### src/rtl/pipelined_parallel_adder_pkg.sv
// Shared mode encoding and default sizing for the pipelined add/subtract unit.
package pipelined_parallel_adder_pkg;

  typedef enum logic {
    MODE_ADD = 1'b0,
    MODE_SUB = 1'b1
  } mode_e;

  localparam int unsigned DEF_WIDTH  = 16;
  localparam int unsigned DEF_STAGES = 4;

endpackage

### src/rtl/pipelined_parallel_adder_if.sv
// Operand/result streaming bundle; master is the operand source, slave is the adder.
interface pipelined_parallel_adder_if
  import pipelined_parallel_adder_pkg::*;
#(
  parameter int unsigned WIDTH = DEF_WIDTH
);

  logic             in_valid;
  logic             in_ready;
  logic [WIDTH-1:0] a;
  logic [WIDTH-1:0] b;
  logic             cin;
  logic             sub;
  logic             out_valid;
  logic             out_ready;
  logic [WIDTH-1:0] sum;
  logic             cout;
  logic             ovf;

  modport master (
    output in_valid, a, b, cin, sub, out_ready,
    input  in_ready, out_valid, sum, cout, ovf
  );

  modport slave (
    input  in_valid, a, b, cin, sub, out_ready,
    output in_ready, out_valid, sum, cout, ovf
  );

endinterface

### src/rtl/pipelined_parallel_adder_slice.sv
// Combinational CHUNK-bit ripple slice built from full_adder cells.
module full_adder (
  input  logic a,
  input  logic b,
  input  logic ci,
  output logic s,
  output logic co
);
  assign s  = a ^ b ^ ci;
  assign co = (a & b) | (ci & (a ^ b));
endmodule

module adder_slice #(
  parameter int unsigned CHUNK = 4
) (
  input  logic [CHUNK-1:0] a,
  input  logic [CHUNK-1:0] b,
  input  logic             ci,
  output logic [CHUNK-1:0] s,
  output logic             co,
  output logic             cmsb
);
  logic [CHUNK:0] c;

  assign c[0] = ci;

  for (genvar i = 0; i < CHUNK; i++) begin : g_bit
    full_adder u_fa (
      .a  (a[i]),
      .b  (b[i]),
      .ci (c[i]),
      .s  (s[i]),
      .co (c[i+1])
    );
  end

  assign co   = c[CHUNK];
  assign cmsb = c[CHUNK-1];
endmodule

### src/rtl/pipelined_parallel_adder.sv
// WIDTH-bit add/subtract with the carry chain cut into STAGES registered chunks.
// Whole pipe advances together when the output is empty or being accepted.
module pipelined_parallel_adder
  import pipelined_parallel_adder_pkg::*;
#(
  parameter int unsigned WIDTH  = DEF_WIDTH,
  parameter int unsigned STAGES = DEF_STAGES
) (
  input logic                       clk,
  input logic                       rst,
  pipelined_parallel_adder_if.slave bus
);

  localparam int unsigned CHUNK = WIDTH / STAGES;

  if (WIDTH % STAGES != 0) begin : g_param_check
    $error("WIDTH (%0d) must be a multiple of STAGES (%0d)", WIDTH, STAGES);
  end

  mode_e            mode;
  logic             advance;
  logic [WIDTH-1:0] b_eff;
  logic             cin_eff;

  assign mode    = mode_e'(bus.sub);
  assign advance = ~bus.out_valid | bus.out_ready;

  always_comb begin
    b_eff   = bus.b;
    cin_eff = bus.cin;
    if (mode == MODE_SUB) begin
      b_eff   = ~bus.b;
      cin_eff = 1'b1;
    end
  end

  // Stage k owns chunk k; it carries the still-unadded upper operand bits
  // forward and accumulates the finished lower result bits behind it.
  for (genvar k = 0; k < STAGES; k++) begin : g_stage
    localparam int unsigned SW = WIDTH - k * CHUNK;
    localparam int unsigned LO = (k + 1) * CHUNK;

    logic [SW-1:0]    src_a;
    logic [SW-1:0]    src_b;
    logic             src_c;
    logic             src_v;
    logic [CHUNK-1:0] cs;
    logic             co;
    logic             cm;
    logic [LO-1:0]    s_next;
    logic [LO-1:0]    s_q;
    logic             c_q;
    logic             v_q;

    if (k == 0) begin : g_head
      assign src_a  = bus.a;
      assign src_b  = b_eff;
      assign src_c  = cin_eff;
      assign src_v  = bus.in_valid;
      assign s_next = cs;
    end else begin : g_tail
      assign src_a  = g_stage[k-1].g_skew.a_q;
      assign src_b  = g_stage[k-1].g_skew.b_q;
      assign src_c  = g_stage[k-1].c_q;
      assign src_v  = g_stage[k-1].v_q;
      assign s_next = {cs, g_stage[k-1].s_q};
    end

    adder_slice #(.CHUNK(CHUNK)) u_slice (
      .a    (src_a[CHUNK-1:0]),
      .b    (src_b[CHUNK-1:0]),
      .ci   (src_c),
      .s    (cs),
      .co   (co),
      .cmsb (cm)
    );

    always_ff @(posedge clk) begin
      if (rst) begin
        v_q <= 1'b0;
        c_q <= 1'b0;
        s_q <= '0;
      end else if (advance) begin
        v_q <= src_v;
        c_q <= co;
        s_q <= s_next;
      end
    end

    if (k < STAGES - 1) begin : g_skew
      logic [SW-CHUNK-1:0] a_q;
      logic [SW-CHUNK-1:0] b_q;
      logic                unused_cm;

      assign unused_cm = cm;

      always_ff @(posedge clk) begin
        if (rst) begin
          a_q <= '0;
          b_q <= '0;
        end else if (advance) begin
          a_q <= src_a[SW-1:CHUNK];
          b_q <= src_b[SW-1:CHUNK];
        end
      end
    end else begin : g_last
      logic o_q;

      always_ff @(posedge clk) begin
        if (rst) begin
          o_q <= 1'b0;
        end else if (advance) begin
          o_q <= cm ^ co;
        end
      end
    end
  end

  assign bus.in_ready  = advance;
  assign bus.out_valid = g_stage[STAGES-1].v_q;
  assign bus.sum       = g_stage[STAGES-1].s_q;
  assign bus.cout      = g_stage[STAGES-1].c_q;
  assign bus.ovf       = g_stage[STAGES-1].g_last.o_q;

endmodule

### src/flat_wrapper.sv
// flat-port wrapper written by rule: the top's interface ports become plain ports
module pipelined_parallel_adder_flat import pipelined_parallel_adder_pkg::*;
#(
  parameter int unsigned WIDTH  = DEF_WIDTH,
  parameter int unsigned STAGES = DEF_STAGES
)
  (clk, rst, bus_in_valid, bus_a, bus_b, bus_cin, bus_sub, bus_out_ready, bus_in_ready, bus_out_valid, bus_sum, bus_cout, bus_ovf);
  pipelined_parallel_adder_if #(.WIDTH(WIDTH)) bus_i ();
  input logic clk;
  input logic rst;
  input wire logic [$bits(bus_i.in_valid)-1:0] bus_in_valid;
  input wire logic [$bits(bus_i.a)-1:0] bus_a;
  input wire logic [$bits(bus_i.b)-1:0] bus_b;
  input wire logic [$bits(bus_i.cin)-1:0] bus_cin;
  input wire logic [$bits(bus_i.sub)-1:0] bus_sub;
  input wire logic [$bits(bus_i.out_ready)-1:0] bus_out_ready;
  output wire logic [$bits(bus_i.in_ready)-1:0] bus_in_ready;
  output wire logic [$bits(bus_i.out_valid)-1:0] bus_out_valid;
  output wire logic [$bits(bus_i.sum)-1:0] bus_sum;
  output wire logic [$bits(bus_i.cout)-1:0] bus_cout;
  output wire logic [$bits(bus_i.ovf)-1:0] bus_ovf;
  assign bus_i.in_valid = bus_in_valid;
  assign bus_i.a = bus_a;
  assign bus_i.b = bus_b;
  assign bus_i.cin = bus_cin;
  assign bus_i.sub = bus_sub;
  assign bus_i.out_ready = bus_out_ready;
  assign bus_in_ready = bus_i.in_ready;
  assign bus_out_valid = bus_i.out_valid;
  assign bus_sum = bus_i.sum;
  assign bus_cout = bus_i.cout;
  assign bus_ovf = bus_i.ovf;
  pipelined_parallel_adder #(.WIDTH(WIDTH), .STAGES(STAGES)) u_core (.clk(clk), .rst(rst), .bus(bus_i));
endmodule
### config.mk
export PLATFORM = sky130hd
export DESIGN_NAME = pipelined_parallel_adder_flat
export DESIGN_NICKNAME = d
export VERILOG_FILES = /design/src/rtl/pipelined_parallel_adder_pkg.sv /design/src/rtl/pipelined_parallel_adder_if.sv /design/src/rtl/pipelined_parallel_adder_slice.sv /design/src/rtl/pipelined_parallel_adder.sv /design/src/flat_wrapper.sv
export SDC_FILE = /design/constraint.sdc
export NUM_CORES = 1
export LEC_CHECK = 0
export ABC_AREA = 1
export CAP_MARGIN = 10
export CORE_UTILIZATION = 51
export CTS_BUF_LIST = sky130_fd_sc_hd__clkbuf_4
export DETAILED_ROUTE_END_ITERATION = 8
export PLACE_DENSITY = 0.89
export SETUP_SLACK_MARGIN = 0.05
export SLEW_MARGIN = 10
export SYNTH_ARGS = -nofsm -noshare
export SYNTH_HDL_FRONTEND = slang
export SYNTH_HIERARCHICAL = 1
export SYNTH_SLANG_ARGS = --single-unit
export TNS_END_PERCENT = 100
### constraint.sdc
create_clock -name clk -period 3.1 [get_ports clk]
set_input_delay 0.775 -clock clk [delete_from_list [all_inputs] [get_ports clk]]
set_output_delay 0.775 -clock clk [all_outputs]
set_load 0.005 [all_outputs]
==> metrics.txt <==
status=finished, final reports clean; Storage cell area=1942 µm²; post-synthesis sequential area ratio=0.4623; synth top area cells=dfxtp_1 (46%), nor2_1 (17%), o21bai_1 (15%); yosys warns=6; Mean Syn Cell Area=8.156 µm²; Hold Crit Class=flip-flop to flip-flop; row cnt=32; Die ar.=8603 µm²; clock sink total=97; Die Width=92.75 µm; post-layout minimum cycle time=2953 ps; unrepaired setup endpoints after global routing=no; Antenna Cells=0; cell area after synthesis=4200 µm²; hpwl dp=5385 µm; CTS HTree Levels=3; Placement Cell Area=4812 µm²; clock-pin slew on the worst setup and hold paths=140 ps; first-pass GRT wire length=13760 µm; final WL=8081 µm; GPL Wtd Cong=0.7770; clock skew=13.46 ps; Arr. time, crit path=3310 ps; Placed Cells=647; starting density of the core=0.5352; clock latency on the worst-skew pair=450 ps; vias in the first global route=3031; layout cells sized above 1=0.05526; Via Count=3257; critical path class=input port to flip-flop; fmax=338.7 MHz; port buffer count=57; Chip Height=92.75 µm; Yosys reg bits=97; DR pass1 iterations=4; Fillers=702; final hold vios=0; CTS tree=built; cts hold-fix bufs=0; GRT overflow=0; DRC=0; Synth cell types=16; count of non-filler cells in the finished layout=663; P per Cell Area=489.1 nW/µm²; post-CTS setup buffer count=0; period utilisation layout=0.9524; CTS Buf Count=9; core area=7848 µm²; CTS resizes=0; Worst slew margin=0.4510; cell taking the most area after synthesis=dfxtp_1; Max-Cap Viols=0; Ports=58; area fraction of the dominant cell type after synthesis=0.4623; Layout Nets=610; area of the multi-input gates=2028 µm²; CP Launch Type=input port; cell leakage power=2.034 nW; critical-path maximum fanout=3; CTS root buf=clkbuf_4; post-DR vias/cell=4.913; max-slew violations=0; Syn Nets=569; post-detailed-route count of antenna-violating nets=0; wire per inst=12.19 µm; largest net degree at the start of global routing=84; Peak VDD IR=0.2012 mV; WP data required=3450 ps; clock buffer depth=2; Worst setup EP type=flip-flop; Tightest Pin Transition=823.5 ps; Synth Instances=515; Design Area, Final=4950 µm²; initial antenna violation count=0; # setup viols final=0; Area Growth Syn to Fin=17.84%; Detailed Route Iter0 Violations=183; Total GRT Usage=0.2025
## area by class of cell
cell class,instances,area share
Timing Repair Buffer,64,0.1299
Clock buffer,9,0.01365
Multi-Input combinational cell,365,0.4098
Inverter,19,0.01441
Sequential cell,97,0.3923
Tap cell,102,0.02578
Clock inverter,7,0.01416
## worst paths after layout
check,from,to,slack (ps),cells past startpoint
worst max register to register,u_core/g_stage[2].g_skew.a_q[0]$_SDFFE_PP0P_,u_core/bus.ovf$_SDFFE_PP0P_,690,8
worst min register to register,u_core/g_stage[2].v_q$_SDFFE_PP0P_,u_core/bus.out_valid$_SDFFE_PP0P_,480,2
worst min-delay path,u_core/g_stage[2].v_q$_SDFFE_PP0P_,u_core/bus.out_valid$_SDFFE_PP0P_,480,2
worst max-delay path,bus_sub,u_core/g_stage[0].s_q[3]$_SDFFE_PP0P_,150,8
## placed cells by master, fill, tap and decap left out
master and instances:
nor2_1 192, dfxtp_1 97, o21bai_1 82, clkdlybuf4s50_1 56
nand2_1 54, inv_1 18, nand3b_1 13, fa_1 13
clkbuf_4 9, buf_4 5, xor2_1 4, clkinv_2 3
fa_2 3, buf_12 2, clkinv_4 1, clkinvlp_4 1
bufinv_16 1, inv_6 1, buf_2 1, nand2_2 1
or2_2 1, inv_2 1, nor2_4 1, a21oi_1 1
## where the power goes
part	total, W	leakage (nW)	switching, W	internal, W
combinational	0.000356	1.16	0.000166	0.000190
sequential	0.00140	0.798	0.0000554	0.00134
clock	0.000669	0.0761	0.000423	0.000246
## critical path, stage by stage
cell             delay (ps)
clkdlybuf4s50_1         510
or2_2                   360
fa_2                    360
fa_2                    360
fa_2                    340
fa_1                    430
nor2_1                  110
nor2_1                   50
## cell usage after synthesis
master,instances
xor2_1,4
buf_2,16
nand3b_1,13
a21oi_1,1
nor2_2,1
inv_2,1
nor2_1,192
inv_1,18
nand2_1,55
buf_6,3
dfxtp_1,97
fa_1,16
or2_2,1
clkbuf_1,14
buf_4,1
o21bai_1,82
## per-layer routing
metal  global-route usage  routed length (µm)
met1               0.2715                3845
met5                    0                   0
met3              0.05255                 412
met4              0.07308                 102
met2               0.3154                3720
## per-stage QoR
step                      TNS, ps  utilization  hold slack [ps]  power (W)  setup slack (ps)
after detailed placement   -565.1       0.6132            460.0   0.001774            -306.9
after global routing            0       0.6307            482.8   0.002553             121.5
final                           0       0.6307            476.0   0.002421             147.5
after CTS                       0       0.6307            482.5   0.002430             188.7
after floorplan                 0            -            435.9   0.001639             48.92
after global placement     -460.5       0.6132            445.7   0.001757            -265.8
## kinds of logic (layout without fill, tap and decap cells)
family	count (synthesis)	count (layout)	synth area share
fa+ha+maj	16	16	0.07626
buf+inv	53	99	0.05838
simple gates	262	262	0.2469
compound gates	83	83	0.1477
flops	97	97	0.4623
xor+xnor	4	4	0.008340
## state kept, by name, summed over array words and instances (netlist names)
name and flops:
u_core/g_stage.g_skew.b_q 24, u_core/g_stage.g_skew.a_q 24, u_core/g_stage.s_q 24, u_core/bus.ovf 1
u_core/g_stage.v_q 3, u_core/bus.cout 1, u_core/bus.out_valid 1, u_core/g_stage.c_q 3
u_core/bus.sum 16
Note: power is estimated with default switching activity, not from simulation.
